File: config.mk
export PLATFORM = sky130hd
export DESIGN_NAME = xor_erasure_decoder_flat
export DESIGN_NICKNAME = d
export VERILOG_FILES = /design/src/rtl/ec_pkg.sv /design/src/rtl/xor_erasure_decoder_if.sv /design/src/rtl/onehot_index_encoder.sv /design/src/rtl/xor_erasure_decoder.sv /design/src/flat_wrapper.sv
export SDC_FILE = /design/constraint.sdc
export NUM_CORES = 1
export LEC_CHECK = 0
export ABC_AREA = 1
export CAP_MARGIN = 15
export CORE_ASPECT_RATIO = 0.8
export CORE_UTILIZATION = 45
export DETAILED_ROUTE_END_ITERATION = 7
export HOLD_SLACK_MARGIN = 0.15
export PLACE_DENSITY = 0.7
export SYNTH_ARGS = -nofsm -noshare
export SYNTH_HDL_FRONTEND = slang
export SYNTH_SLANG_ARGS = --single-unit
File: constraint.sdc
create_clock -name clk -period 6.1 [get_ports clk]
set_clock_uncertainty 0.15 [all_clocks]
set_input_delay 1.22 -clock clk [delete_from_list [all_inputs] [get_ports clk]]
set_output_delay 1.22 -clock clk [all_outputs]
set_load 0.01 [all_outputs]
File: src/rtl/ec_pkg.sv
// Shared types for the XOR-parity erasure decoder: result status, popcount class, FSM states.
package ec_pkg;

  typedef enum logic [1:0] {
    EC_CLEAN         = 2'd0,
    EC_RECOVERED     = 2'd1,
    EC_UNCORRECTABLE = 2'd2,
    EC_PARITY_ERR    = 2'd3
  } ec_status_e;

  typedef enum logic [1:0] {
    POP_ZERO = 2'd0,
    POP_ONE  = 2'd1,
    POP_MANY = 2'd2
  } pop_class_e;

  localparam logic [1:0] IDLE   = 2'd0;
  localparam logic [1:0] ACCUM  = 2'd1;
  localparam logic [1:0] OUTPUT = 2'd2;

endpackage

File: src/rtl/xor_erasure_decoder_if.sv
// Packet stream in, decode result out; master drives packets and consumes results.
interface xor_erasure_decoder_if #(
  parameter int unsigned PACKET_LENGTH = 2,
  parameter int unsigned INPUT_NUM     = 12
);
  localparam int unsigned IDX_W = $clog2(INPUT_NUM);

  logic [INPUT_NUM-1:0]     erasure_mask;
  logic                     in_valid;
  logic                     in_ready;
  logic [PACKET_LENGTH-1:0] in_packet;
  logic                     out_valid;
  logic                     out_ready;
  logic [PACKET_LENGTH-1:0] out_packet;
  logic [IDX_W-1:0]         out_index;
  logic [1:0]               out_status;

  modport master (
    output erasure_mask, in_valid, in_packet, out_ready,
    input  in_ready, out_valid, out_packet, out_index, out_status
  );

  modport slave (
    input  erasure_mask, in_valid, in_packet, out_ready,
    output in_ready, out_valid, out_packet, out_index, out_status
  );
endinterface

File: src/rtl/onehot_index_encoder.sv
// Classifies a mask as zero / one / many set bits and reports the lowest set-bit index.
module onehot_index_encoder
  import ec_pkg::*;
#(
  parameter int unsigned N     = 12,
  parameter int unsigned IDX_W = $clog2(N)
) (
  input  logic [N-1:0]     mask,
  output pop_class_e       pop_class,
  output logic [IDX_W-1:0] index
);

  always_comb begin
    pop_class = POP_ZERO;
    index     = '0;
    for (int unsigned i = 0; i < N; i++) begin
      if (mask[i]) begin
        if (pop_class == POP_ZERO) begin
          pop_class = POP_ONE;
          index     = IDX_W'(i);
        end else begin
          pop_class = POP_MANY;
        end
      end
    end
  end

endmodule

File: src/rtl/xor_erasure_decoder.sv
// Streaming single-erasure XOR-parity decoder: XORs surviving packets of a frame and
// reports the recovered packet, a parity syndrome, or an uncorrectable status.
module xor_erasure_decoder
  import ec_pkg::*;
#(
  parameter int unsigned PACKET_LENGTH = 2,
  parameter int unsigned INPUT_NUM     = 12,
  localparam int unsigned IDX_W        = $clog2(INPUT_NUM)
) (
  input logic                   clk,
  input logic                   rst,
  xor_erasure_decoder_if.slave  bus
);

  logic [1:0]               state_q;
  logic [PACKET_LENGTH-1:0] acc_q;
  logic [PACKET_LENGTH-1:0] acc_next;
  logic [IDX_W-1:0]         cnt_q;
  logic [INPUT_NUM-1:0]     mask_q;
  logic                     out_valid_q;
  logic [PACKET_LENGTH-1:0] out_packet_q;
  logic [IDX_W-1:0]         out_index_q;
  logic [1:0]               out_status_q;

  logic                     accept;
  logic                     last_beat;
  pop_class_e               pop_class;
  logic [IDX_W-1:0]         set_idx;
  ec_status_e               res_status;
  logic [PACKET_LENGTH-1:0] res_packet;
  logic [IDX_W-1:0]         res_index;

  assign bus.in_ready   = (state_q != OUTPUT);
  assign bus.out_valid  = out_valid_q;
  assign bus.out_packet = out_packet_q;
  assign bus.out_index  = out_index_q;
  assign bus.out_status = out_status_q;

  assign accept    = bus.in_valid && bus.in_ready;
  assign last_beat = (state_q == ACCUM) && (cnt_q == IDX_W'(INPUT_NUM - 1));

  // Erased beats are consumed but contribute nothing to the parity sum.
  assign acc_next = mask_q[cnt_q] ? acc_q : (acc_q ^ bus.in_packet);

  onehot_index_encoder #(
    .N     (INPUT_NUM),
    .IDX_W (IDX_W)
  ) u_enc (
    .mask      (mask_q),
    .pop_class (pop_class),
    .index     (set_idx)
  );

  always_comb begin
    res_status = EC_CLEAN;
    res_packet = '0;
    res_index  = '0;
    case (pop_class)
      POP_ZERO: begin
        res_status = (acc_next == '0) ? EC_CLEAN : EC_PARITY_ERR;
        res_packet = acc_next;
      end
      POP_ONE: begin
        res_status = EC_RECOVERED;
        res_packet = acc_next;
        res_index  = set_idx;
      end
      default: res_status = EC_UNCORRECTABLE;
    endcase
  end

  always_ff @(posedge clk) begin
    if (rst) begin
      state_q      <= IDLE;
      acc_q        <= '0;
      cnt_q        <= '0;
      mask_q       <= '0;
      out_valid_q  <= 1'b0;
      out_packet_q <= '0;
      out_index_q  <= '0;
      out_status_q <= '0;
    end else begin
      case (state_q)
        IDLE: begin
          if (accept) begin
            mask_q  <= bus.erasure_mask;
            cnt_q   <= IDX_W'(1);
            acc_q   <= bus.erasure_mask[0] ? '0 : bus.in_packet;
            state_q <= ACCUM;
          end
        end
        ACCUM: begin
          if (accept) begin
            if (last_beat) begin
              state_q      <= OUTPUT;
              cnt_q        <= '0;
              acc_q        <= '0;
              out_valid_q  <= 1'b1;
              out_packet_q <= res_packet;
              out_index_q  <= res_index;
              out_status_q <= res_status;
            end else begin
              acc_q <= acc_next;
              cnt_q <= cnt_q + 1'b1;
            end
          end
        end
        OUTPUT: begin
          if (bus.out_ready) begin
            out_valid_q <= 1'b0;
            state_q     <= IDLE;
          end
        end
        default: state_q <= IDLE;
      endcase
    end
  end

endmodule

File: src/flat_wrapper.sv
// flat-port wrapper written by rule: the top's interface ports become plain ports
module xor_erasure_decoder_flat import ec_pkg::*;
#(
  parameter int unsigned PACKET_LENGTH = 2,
  parameter int unsigned INPUT_NUM     = 12,
  localparam int unsigned IDX_W        = $clog2(INPUT_NUM)
)
  (clk, rst, bus_erasure_mask, bus_in_valid, bus_in_packet, bus_out_ready, bus_in_ready, bus_out_valid, bus_out_packet, bus_out_index, bus_out_status);
  xor_erasure_decoder_if #(.PACKET_LENGTH(PACKET_LENGTH), .INPUT_NUM(INPUT_NUM)) bus_i ();
  input logic clk;
  input logic rst;
  input wire logic [$bits(bus_i.erasure_mask)-1:0] bus_erasure_mask;
  input wire logic [$bits(bus_i.in_valid)-1:0] bus_in_valid;
  input wire logic [$bits(bus_i.in_packet)-1:0] bus_in_packet;
  input wire logic [$bits(bus_i.out_ready)-1:0] bus_out_ready;
  output wire logic [$bits(bus_i.in_ready)-1:0] bus_in_ready;
  output wire logic [$bits(bus_i.out_valid)-1:0] bus_out_valid;
  output wire logic [$bits(bus_i.out_packet)-1:0] bus_out_packet;
  output wire logic [$bits(bus_i.out_index)-1:0] bus_out_index;
  output wire logic [$bits(bus_i.out_status)-1:0] bus_out_status;
  assign bus_i.erasure_mask = bus_erasure_mask;
  assign bus_i.in_valid = bus_in_valid;
  assign bus_i.in_packet = bus_in_packet;
  assign bus_i.out_ready = bus_out_ready;
  assign bus_in_ready = bus_i.in_ready;
  assign bus_out_valid = bus_i.out_valid;
  assign bus_out_packet = bus_i.out_packet;
  assign bus_out_index = bus_i.out_index;
  assign bus_out_status = bus_i.out_status;
  xor_erasure_decoder #(.PACKET_LENGTH(PACKET_LENGTH), .INPUT_NUM(INPUT_NUM)) u_core (.clk(clk), .rst(rst), .bus(bus_i));
endmodule
## Word level (Yosys, flattened, before mapping)

Index checks and enable logic that the tools add are counted.

| word-level totals | value |
|---|---|
| register bits | 29 |
| input bits | 18 |
| output and inout port bits | 10 |
| word-level logic and storage cells | 114 |

| cells by class | value |
|---|---|
| add/sub/neg operators | 1 |
| magnitude comparators | 1 |
| equal/unequal tests | 9 |
| multiplexer cells | 70 |
| bitwise logic cells | 1 |
| reduce and logical (&&, ||, !) cells | 24 |

Operators by type and width:

| cell | number |
|---|---|
| 4-bit two-way mux | 24 |
| 2-bit two-way mux | 33 |
| 2-bit logical NOT | 14 |
| 2-bit one-hot mux with 2 select lines | 2 |
| 4-bit one-hot mux with 2 select lines | 1 |
| 4-bit AND reduction | 2 |
| 1-bit two-way mux | 7 |
| 2-bit by 1-bit != test with 1-bit output, second input constant | 3 |
| 2-bit one-hot mux with 3 select lines | 1 |
| 3-bit AND reduction | 2 |
| 4-bit by 5-bit less-than comparator with 1-bit output, second input constant | 1 |
| 4-bit by 1-bit adder with 4-bit output, second input constant | 1 |
| 1-bit binary-select mux with 4-bit select | 1 |
| 2-bit by 1-bit == test with 1-bit output, second input constant | 2 |
| 4-bit == test, second input constant | 1 |
| 2-bit != test, second input constant | 2 |
| 2-bit nonzero test | 2 |
| 2-bit == test, second input constant | 1 |
| 1-bit logical AND | 2 |
| 1-bit one-hot mux with 2 select lines | 1 |
| 2-bit AND reduction | 1 |
| 2-bit OR reduction | 1 |
| 2-bit XOR | 1 |

## Logic depth before layout (Yosys ltp)

Gate-level depths: netlist (run 1).

| logic depth | value |
|---|---|
| word-level depth | 37 |
| mapped depth | 20 |
| gate-level depth less buffers | 20 |

## By module

A second synthesis (run 1) with hierarchy kept.

| unflattened totals | value |
|---|---|
| cells, all modules | 293 |
| area, all modules | 1973.1 um2 |

By module, submodules not included:

| module | times used | cells an instance | area an instance (um2) | seq. area each (um2) |
|---|---|---|---|---|
| xor_erasure_decoder | 1 | 187 | 1405.1 | 580.6 |
| onehot_index_encoder | 1 | 106 | 568.0 | 0.0 |

## Worst setup path before layout (run 1)

OpenSTA, ideal clock, no wires.

| path | value |
|---|---|
| kind | input port to flip-flop |
| from | input bus_in_valid |
| to | register u_core.out_index_q[0], in the netlist u_core.bus.out_index[0] |
| library setup time | 70 ps |
| arrival | 2623 ps |
| data required time | 5880 ps |
| path slack | 3256 ps |
| stages | 10 |
| buffers on the path | 0 |
| path through | inv_1 > nor2_1 > inv_1 > nor2_1 > inv_1 > nor2_1 > clkinv_1 > a21oi_4 > nand3_1 > a21oi_1 |

| on the way | value |
|---|---|
| word-level cells in the longest chain between the ends | 2 |

RTL lines:

| item | line | text |
|---|---|---|
| start: declaration | flat_wrapper.sv:13 | `input wire logic [$bits(bus_i.in_valid)-1:0] bus_in_valid;` |
| 1-bit logical AND | xor_erasure_decoder.sv:39 | `assign accept = bus.in_valid && bus.in_ready;` |
| 3-bit AND reduction (no line) | n/a |  |
| end signal: assignment | xor_erasure_decoder.sv:100 | `out_index_q <= res_index;` |
| end: declaration | xor_erasure_decoder.sv:22 | `logic [IDX_W-1:0] out_index_q;` |

Every way passes these cells.
A chain may end at the register's enable or synchronous reset.

## Worst setup path after layout (run 1)

Ends and elaborated chain as after synthesis.

==> results of run 1 <==
power by group:
part | internal, W | leakage (nW) | switching, W
clock | 0.000133 | 0.0585 | 0.0000726
sequential | 0.000199 | 0.238 | 0.0000119
combinational | 0.0000510 | 0.613 | 0.0000812
total | 0.000383 | 0.909 | 0.000166
flip-flops by register name, indices dropped and copies added (netlist names):
name and cells:
u_core.bus.out_index 4, u_core.acc_q 2, u_core.bus.out_packet 2, u_core.mask_q 12, u_core.bus.out_status 2, u_core.bus.out_valid 1
u_core.state_q 2, u_core.cnt_q 4
worst max-delay path, stage by stage:
cell and delay [ns]:
clkdlybuf4s50_1 0.45, inv_1 0.04, nor2_1 0.22, inv_1 0.16, nor2_1 0.19, inv_1 0.06, nor2_1 0.24, clkinv_1 0.35
a21oi_4 0.31, nand3_1 0.12, a21oi_1 0.14
cells by family after synthesis:
group | Yosys count
buffers and inverters | 42
flip-flops | 29
XOR/XNOR | 4
AND/OR/NAND/NOR | 107
adder cells (fa/ha/maj) | 4
AO/OA/AOI/OAI | 70
area by class of cell:
type                       instances  area [sq um]
multi-input combinational        185           993
sequential                        29           581
inverter                          36           135
fill                             348          1420
timing repair buffer              27           270
clock buffer                       7          86.3
tap                               42          52.6
clock inverter                     1          30.0
cell usage in the layout (no fill, tap or decap), types with 2 or more instances in the layout:
cell type,count
a21oi_1,31
a31oi_1,2
clkdlybuf4s50_1,27
nor2_1,12
nand2_1,55
clkbuf_8,6
o21ai_0,30
inv_2,3
inv_1,32
dfxtp_1,29
ha_1,4
nand3_2,2
nand2_2,3
o211ai_1,2
nand4_1,4
nand3_1,22
xor2_1,3
routing by layer:
| metal | part of all wire | up-vias | track usage | wire [um] |
|---|---|---|---|---|
| met5 | 0 | - | 0 | 0 |
| met1 | 0.54 | 760 | 0.312 | 2150 |
| li1 | - | 913 | - | - |
| met2 | 0.41 | 38 | 0.314 | 1620 |
| met4 | 0.012 | 0 | 0.0600 | 47 |
| met3 | 0.036 | 6 | 0.0530 | 141 |
worst paths after layout:
kind | cells after the start | slack, ns | to
worst max-delay path | 11 | 2.66 | u_core.bus.out_index[0]
worst min-delay path | 2 | 0.31 | u_core.bus.out_index[1]
worst max register to register | 17 | 3.46 | u_core.bus.out_index[0]
worst min register to register | 2 | 0.31 | u_core.bus.out_index[1]
through the flow:
step | utilization | cells | cell area, sq um | hold WS, ns
2_1_floorplan | - | 256 | 1730 | 0.312
3_3_place_gp | 0.570 | 319 | 2030 | 0.305
3_5_place_dp | 0.570 | 319 | 2030 | 0.307
4_1_cts | 0.602 | 327 | 2150 | 0.317
5_1_grt | 0.602 | 327 | 2150 | 0.339
6_report | 0.602 | 327 | 2150 | 0.313
==> impl_metrics.yaml, run 1 <==
run_status:
  outcome: "complete, but fails checks"
  violations: "DRC"
cells_and_area:
  drive_above_1_share: 0.0842
  syn_to_final_growth_pct: 23.9
  nets: 306
  antenna-diode-count: 0
synth:
  synth_nets: 278
  ys_seq_area_frac: 0.335
  ys_ff_latch: 29
  synthAdderAreaFrac: 0.0289
  synth_async_sr_flop_share: 0
  synth.distinct_cells: 34
  synth_edf_count: 0
  synth_most_common_cell: "nand2_1"
  yosysWarnings: 0
  synth_top_family_by_area: "simple AND/OR/NAND/NOR gates"
  synth_top_cell_by_area: "dfxtp_1"
  yosysTopAreaCellShare: 0.335
  synth_ff_type: "dfxtp_1"
  synth_compound_area_frac: 0.219
  synthMuxAreaShare: 0
  avgSynthCellArea_sq_um: 6.77
  synthTopCellsByArea: "dfxtp_1, nand2_1, a21oi_1, o21ai_0, inv_1"
  netlist_area_sq_mm: 0.00173
  netlist_instances: 256
  synth_common_cells: "nand2_1, inv_1, a21oi_1"
  synth-xor-area-share: 0.0202
  synthSimpleGateAreaFrac: 0.305
floorplanning:
  dieArea_sq_mm: 0.00411
  ios: 28
  num_rows: 19
  fp.dieH_um: 57.5
  start_util: 0.486
  die_w_um: 71.4
  core_area_sq_mm: 0.00357
power:
  p_leak_nw: 0.909
  power_density_mw_per_mm2: 255
  vdd_drop_max_mv: 0.143
  p_total_w: 0.000548
clock_network:
  clock-sinks: 29
  htree_levels: 2
  clock_latency_ns: 0.28
  root_buffer: "clkbuf_8"
  cts_resized: 0
  cts_made_buffers: 5
  cts_tree: "done"
  clk_pin_slew_worst_paths_ns: 0.06
  cts-hold-fix-buffers: 0
  clockBufferDepth: 2
  postCtsSetupRepairBufs: 0
sta:
  hold_viol_final: 0
  setup_tns_ns: 0
  slew_headroom: 0.591
  tightestPinTransition_ns: 0.613
  fin_crit_sh: 0.563
  setup_slack_ns: 2.66
  setup_viol: 0
  slew_viol_final: 0
  min_period_ns: 3.44
  rsz0062_at_grt: "no"
  fmax_mhz: 291
detailed_routing:
  drt-total-wl_um: 3960
  via_count: 1717
  antenna_left: 0
  detail_route.vias_per_cell: 5.25
  avgRoutedWirePerCell_um: 12.1
  drt_iter0_drc: 115
  dr.pass1.iters: 6
  drc: 1
placement:
  place_congestion: 0.869
  dp_slack_ns: 2.43
  portBuffers: 27
  dp_hpwl_um: 3020
global_route:
  grt_pass1_wl_um: 6900
  grt_max_degree: 24
  grt_remaining_overflow: 0
  grt_antenna_before_repair: 0
  first_global_vias: 1550
  track_usage: 0.215
critical_path:
  rr_startpoint: "u_core.mask_q[0]"
  crit_start: "bus_in_valid"
  path_max_fanout: 9
  path_class: "in -> reg"
  crit_required_ns: 6.16
  critical_path.startpoint_type: "primary input"
  crit_path_end_kind: "flop"
  cp.arrival_ns: 3.49
min_path:
  hp-class: "reg -> reg"
  worstHoldStart: "u_core.bus.out_index[1]"
job:
  drv_cap: 0
Power figures use the tool's default switching activity.
==> run 2: changes to the inputs <==
- clock period: 6.1 -> 3.2 ns (I/O delays scaled with it)
==> run 2 against run 1 <==
Net effect:
- the flow still finishes with violations (DRC)
- final cell count increased by 0.61%
- global-route usage increased by 0.35 points
- non-clock buffer count increased by 2
- first-iteration DRC count decreased by 10%
- largest cell class unchanged
- worst hold slack got worse by 0.0040 ns
- register-to-register slack got worse by 2.9 ns
- routed wire length increased by 1.6%
- power increased by 73%
- critical path type is now reg -> reg
==> impl_metrics.yaml, run 2 (same netlist as run 1, synthesis figures left out) <==
run_status:
  outcome: "complete, but fails checks"
  violations: "DRC"
critical_path:
  crit_path_frequent_cell: "nand2_1"
  crit_path_end_kind: "flop"
  crit_chain: "inv_1 > ha_1 > nor2_2 > nand2_2 > nand2_1 > nand2_1 > a21oi_2 > nand2_1 > nand2_1 > nand2_1 > nor2_1 > nand3_1 > nand2_1 > nand3_2 > a21oi_4 > nand3_1 > a21oi_1"
  critical_path.startpoint_type: "flop"
  path_max_fanout: 7
  crit_required_ns: 3.26
  path_class: "reg -> reg"
  critPathSlowestCell: "dfxtp_1"
  critical_path.max_stage_delay_ns: 0.38
  cp.arrival_ns: 2.70
min_path:
  hp-class: "reg -> reg"
sta:
  slew_headroom: 0.587
  fin_crit_sh: 0.824
  rsz0062_at_grt: "no"
  setup_tns_ns: 0
  setup_viol: 0
  min_period_ns: 2.64
  hold_viol_final: 0
  setup_slack_ns: 0.562
  slew_viol_final: 0
  tightestPinTransition_ns: 0.619
  fmax_mhz: 379
placement:
  dp_slack_ns: 0.324
  dp_hpwl_um: 3030
  place_congestion: 0.941
  portBuffers: 27
cells_and_area:
  syn_to_final_growth_pct: 22.8
  drive_above_1_share: 0.0906
  largest_reg_flops: 12
  nets: 308
  final_common_cell: "nand2_1"
  antenna-diode-count: 0
  top_register: "u_core.mask_q"
  final_cell_mix: "nand2_1, inv_1, a21oi_1"
global_route:
  grt_remaining_overflow: 0
  first_global_vias: 1557
  grt_antenna_before_repair: 0
  track_usage: 0.218
  grt_max_degree: 24
  grt_pass1_wl_um: 6900
detailed_routing:
  dr.pass1.iters: 6
  drt-total-wl_um: 4020
  drt_iter0_drc: 103
  avgRoutedWirePerCell_um: 12.2
  detail_route.vias_per_cell: 5.28
  via_count: 1737
  drc: 1
  antenna_left: 0
clock_network:
  root_buffer: "clkbuf_8"
  clock-sinks: 29
  htree_levels: 2
  postCtsSetupRepairBufs: 0
  cts_made_buffers: 5
  clockBufferDepth: 2
  cts_resized: 0
  cts-hold-fix-buffers: 0
  cts_tree: "done"
  clock_latency_ns: 0.28
  clk_pin_slew_worst_paths_ns: 0.07
floorplanning:
  core_area_sq_mm: 0.00357
  fp.dieH_um: 57.5
  start_util: 0.486
  die_w_um: 71.4
  dieArea_sq_mm: 0.00411
  ios: 28
  num_rows: 19
power:
  power_density_mw_per_mm2: 447
  vdd_drop_max_mv: 0.228
  p_leak_nw: 0.905
job:
  drv_cap: 0
[run 2: cell types whose count changed in the layout (fill, tap and decap cells not counted), sizes merged]
cell and delta:
buf +2, clkbuf -1, bufinv -1, clkinv +2
[run 2: worst paths after layout]
check | startpoint | endpoint | slack (ns) | cells past startpoint
setup / recovery | u_core.mask_q[0] | u_core.bus.out_index[0] | 0.56 | 17
hold reg to reg | u_core.bus.out_index[1] | u_core.bus.out_index[1] | 0.31 | 2
setup reg to reg | u_core.mask_q[0] | u_core.bus.out_index[0] | 0.56 | 17
hold / removal | u_core.bus.out_index[1] | u_core.bus.out_index[1] | 0.31 | 2
[run 2: where the power goes]
| group | leakage [nW] | switching (W) | internal [W] |
|---|---|---|---|
| Clock | 0.0450 | 0.000145 | 0.000150 |
| Combinational | 0.622 | 0.000156 | 0.0000980 |
| Sequential | 0.238 | 0.0000224 | 0.000379 |
| Total | 0.905 | 0.000324 | 0.000627 |
[run 2: metrics by stage]
step	power, W	hold WS [ns]	utilization	std cells	cell area [sq um]
floorplan	0.000597	0.312	-	256	1730
global placement	0.000659	0.304	0.574	321	2050
detailed placement	0.000660	0.305	0.574	321	2050
CTS	0.000955	0.314	0.597	329	2130
global route	0.00101	0.347	0.597	329	2130
finish	0.000951	0.309	0.597	329	2130
[run 2: critical path: cells and delay by family, from the launching register on]
family	cells	cell delay (ns)
buffers and inverters	1	0.08
adders and majority gates	1	0.32
and+or+nand+nor	12	1.19
AOI/OAI and AO/OA	3	0.45
DFF	1	0.38
[run 2: final cells by class]
| cell class | count | area, sq um |
|---|---|---|
| fill | 343 | 1440 |
| inverter | 36 | 135 |
| clock buffer | 6 | 72.6 |
| multi-input combinational | 185 | 993 |
| sequential | 29 | 581 |
| clock inverter | 2 | 10.0 |
| timing repair buffer | 29 | 285 |
| tap | 42 | 52.6 |
[run 2: metal layers]
layer  wire length [um]  up-vias  GRT usage
li1                   -      918          -
met4                 58        0     0.0771
met1               2070      777      0.311
met2               1710       35      0.316
met3                180        7     0.0601
met5                  0        -          0
==> run 3: changes to the inputs <==
- PLACE_DENSITY: 0.7 -> 0.73
- clock period: 3.2 -> 2.3 ns (I/O delays scaled with it)
==> run 3 against run 2 <==
Net effect:
- the run ends with DRC, setup timing left
- via count up 5.3%
- global-route usage up 2.3 points
- critical path depth down 2
- die area unchanged
- flip-flop and latch count unchanged
- combinational power up 76%
==> impl_metrics.yaml, run 3 (same netlist as run 1, synthesis figures left out) <==
global_route:
  grt_pass1_wl_um: 7610
  first_global_vias: 1695
  grt_antenna_before_repair: 0
  track_usage: 0.241
  grt_remaining_overflow: 0
  grt_max_degree: 24
cells_and_area:
  antenna-diode-count: 0
  drive_above_1_share: 0.226
  fin_area_sq_mm: 0.00243
  largest_reg_flops: 12
  regArea_sq_um: 583
  syn_to_final_growth_pct: 40.4
  nets: 335
  n_fill_cell: 304
  top_register: "u_core.mask_q"
  multiInputGateArea_sq_mm: 0.00106
  final_cell_mix: "nand2_1, inv_1, o21ai_0"
  fin_util: 0.683
  final_common_cell: "nand2_1"
placement:
  place_congestion: 0.869
  portBuffers: 27
  dp_slack_ns: -0.159
  placed_area_sq_mm: 0.00220
  dp_hpwl_um: 3230
critical_path:
  critPathSlowestCell: "dfxtp_2"
  crit_path_end_kind: "flop"
  critical_path.max_stage_delay_ns: 0.33
  path_class: "reg -> reg"
  crit_path_frequent_cell: "nand2_1"
  critical_path.startpoint_type: "flop"
  reg2reg_slack_ns: -0.12
  crit_chain: "inv_2 > ha_4 > nor2_4 > nand4_4 > nor3_4 > nand2_2 > nand2_1 > nand2_1 > nand2_1 > nand4_2 > inv_2 > nand3_4 > a21oi_4 > buf_4 > a21oi_2"
  cp.arrival_ns: 2.44
  path_max_fanout: 7
  crit_required_ns: 2.33
  worst-path-buf-inv: 3
  crit_family: "simple AND/OR/NAND/NOR gates"
power:
  vdd_drop_max_mv: 0.321
  p_leak_nw: 1.05
  power_density_mw_per_mm2: 607
clock_network:
  root_buffer: "clkbuf_8"
  htree_levels: 2
  clock-sinks: 29
  clock_latency_ns: 0.29
  clockBufferDepth: 2
  cts_tree: "done"
  cts_made_buffers: 5
  cts-hold-fix-buffers: 0
  clk_pin_slew_worst_paths_ns: 0.07
run_status:
  outcome: "complete, but fails checks"
  violations: "DRC, setup timing"
floorplanning:
  start_util: 0.486
  dieArea_sq_mm: 0.00411
  die_w_um: 71.4
  core_area_sq_mm: 0.00357
  ios: 28
  fp.dieH_um: 57.5
  num_rows: 19
job:
  drv_cap: 0
detailed_routing:
  drt-total-wl_um: 4360
  detail_route.vias_per_cell: 5.14
  antenna_left: 0
  drc: 1
  avgRoutedWirePerCell_um: 12.3
  drt_iter0_drc: 123
  via_count: 1829
  dr.pass1.iters: 6
sta:
  fin_crit_sh: 1.05
  setup_viol: 7
  slew_headroom: 0.774
  fmax_mhz: 413
  setup_slack_ns: -0.119
  slew_viol_final: 0
  tightestPinTransition_ns: 0.339
  min_period_ns: 2.42
  hold_viol_final: 0
  timing.hold.ws_ns: 0.316
  rsz0062_at_grt: "yes"
min_path:
  hp-class: "reg -> reg"
run 3: cell type report:
| type | count | share of cell area |
|---|---|---|
| Multi-Input combinational cell | 185 | 0.436 |
| Sequential cell | 29 | 0.239 |
| Timing Repair Buffer | 56 | 0.206 |
| Inverter | 36 | 0.0555 |
| Clock buffer | 7 | 0.0396 |
| Tap cell | 42 | 0.0216 |
| Clock inverter | 1 | 0.00206 |
run 3: routing by layer:
layer / part of all wire / routed length (um) / vias up / track usage
li1: - / - / 971 / -
met1: 0.51 / 2210 / 821 / 0.332
met2: 0.44 / 1930 / 30 / 0.369
met3: 0.038 / 164 / 7 / 0.0636
met4: 0.012 / 53 / 0 / 0.0771
met5: 0 / 0 / - / 0
run 3: power breakdown:
group | switching, W | leakage, nW | internal [W]
Combinational | 0.000247 | 0.760 | 0.000199
Sequential | 0.0000310 | 0.238 | 0.000527
Clock | 0.000205 | 0.0542 | 0.000270
Total | 0.000483 | 1.05 | 0.000996
run 3: tightest hold or removal path, cell delays in order (launching register included):
cell and delay [ns]:
dfxtp_1 0.31, nand2_1 0.06, a21oi_1 0.05
run 3: repair_timing:
item                       CTS  global route
setup endpoints to repair    8             8
resized for setup           10             8
buffers inserted             6             3
pin swaps                   10            13
run 3: metrics by stage:
step / TNS (ns) / std cells / total power [W]
2_1_floorplan: 0 / 256 / 0.000833
3_3_place_gp: -1.01 / 339 / 0.000962
3_5_place_dp: -0.989 / 339 / 0.000968
4_1_cts: -0.580 / 353 / 0.00147
5_1_grt: -2.68 / 356 / 0.00157
6_report: -0.663 / 356 / 0.00148
run 3: worst paths after layout:
kind | from | endpoint | cells past startpoint
worst max-delay path | u_core.mask_q[1] | u_core.bus.out_status[1] | 15
worst min-delay path | u_core.bus.out_packet[1] | u_core.bus.out_packet[1] | 2
worst max register to register | u_core.mask_q[1] | u_core.bus.out_status[1] | 15
worst min register to register | u_core.bus.out_packet[1] | u_core.bus.out_packet[1] | 2
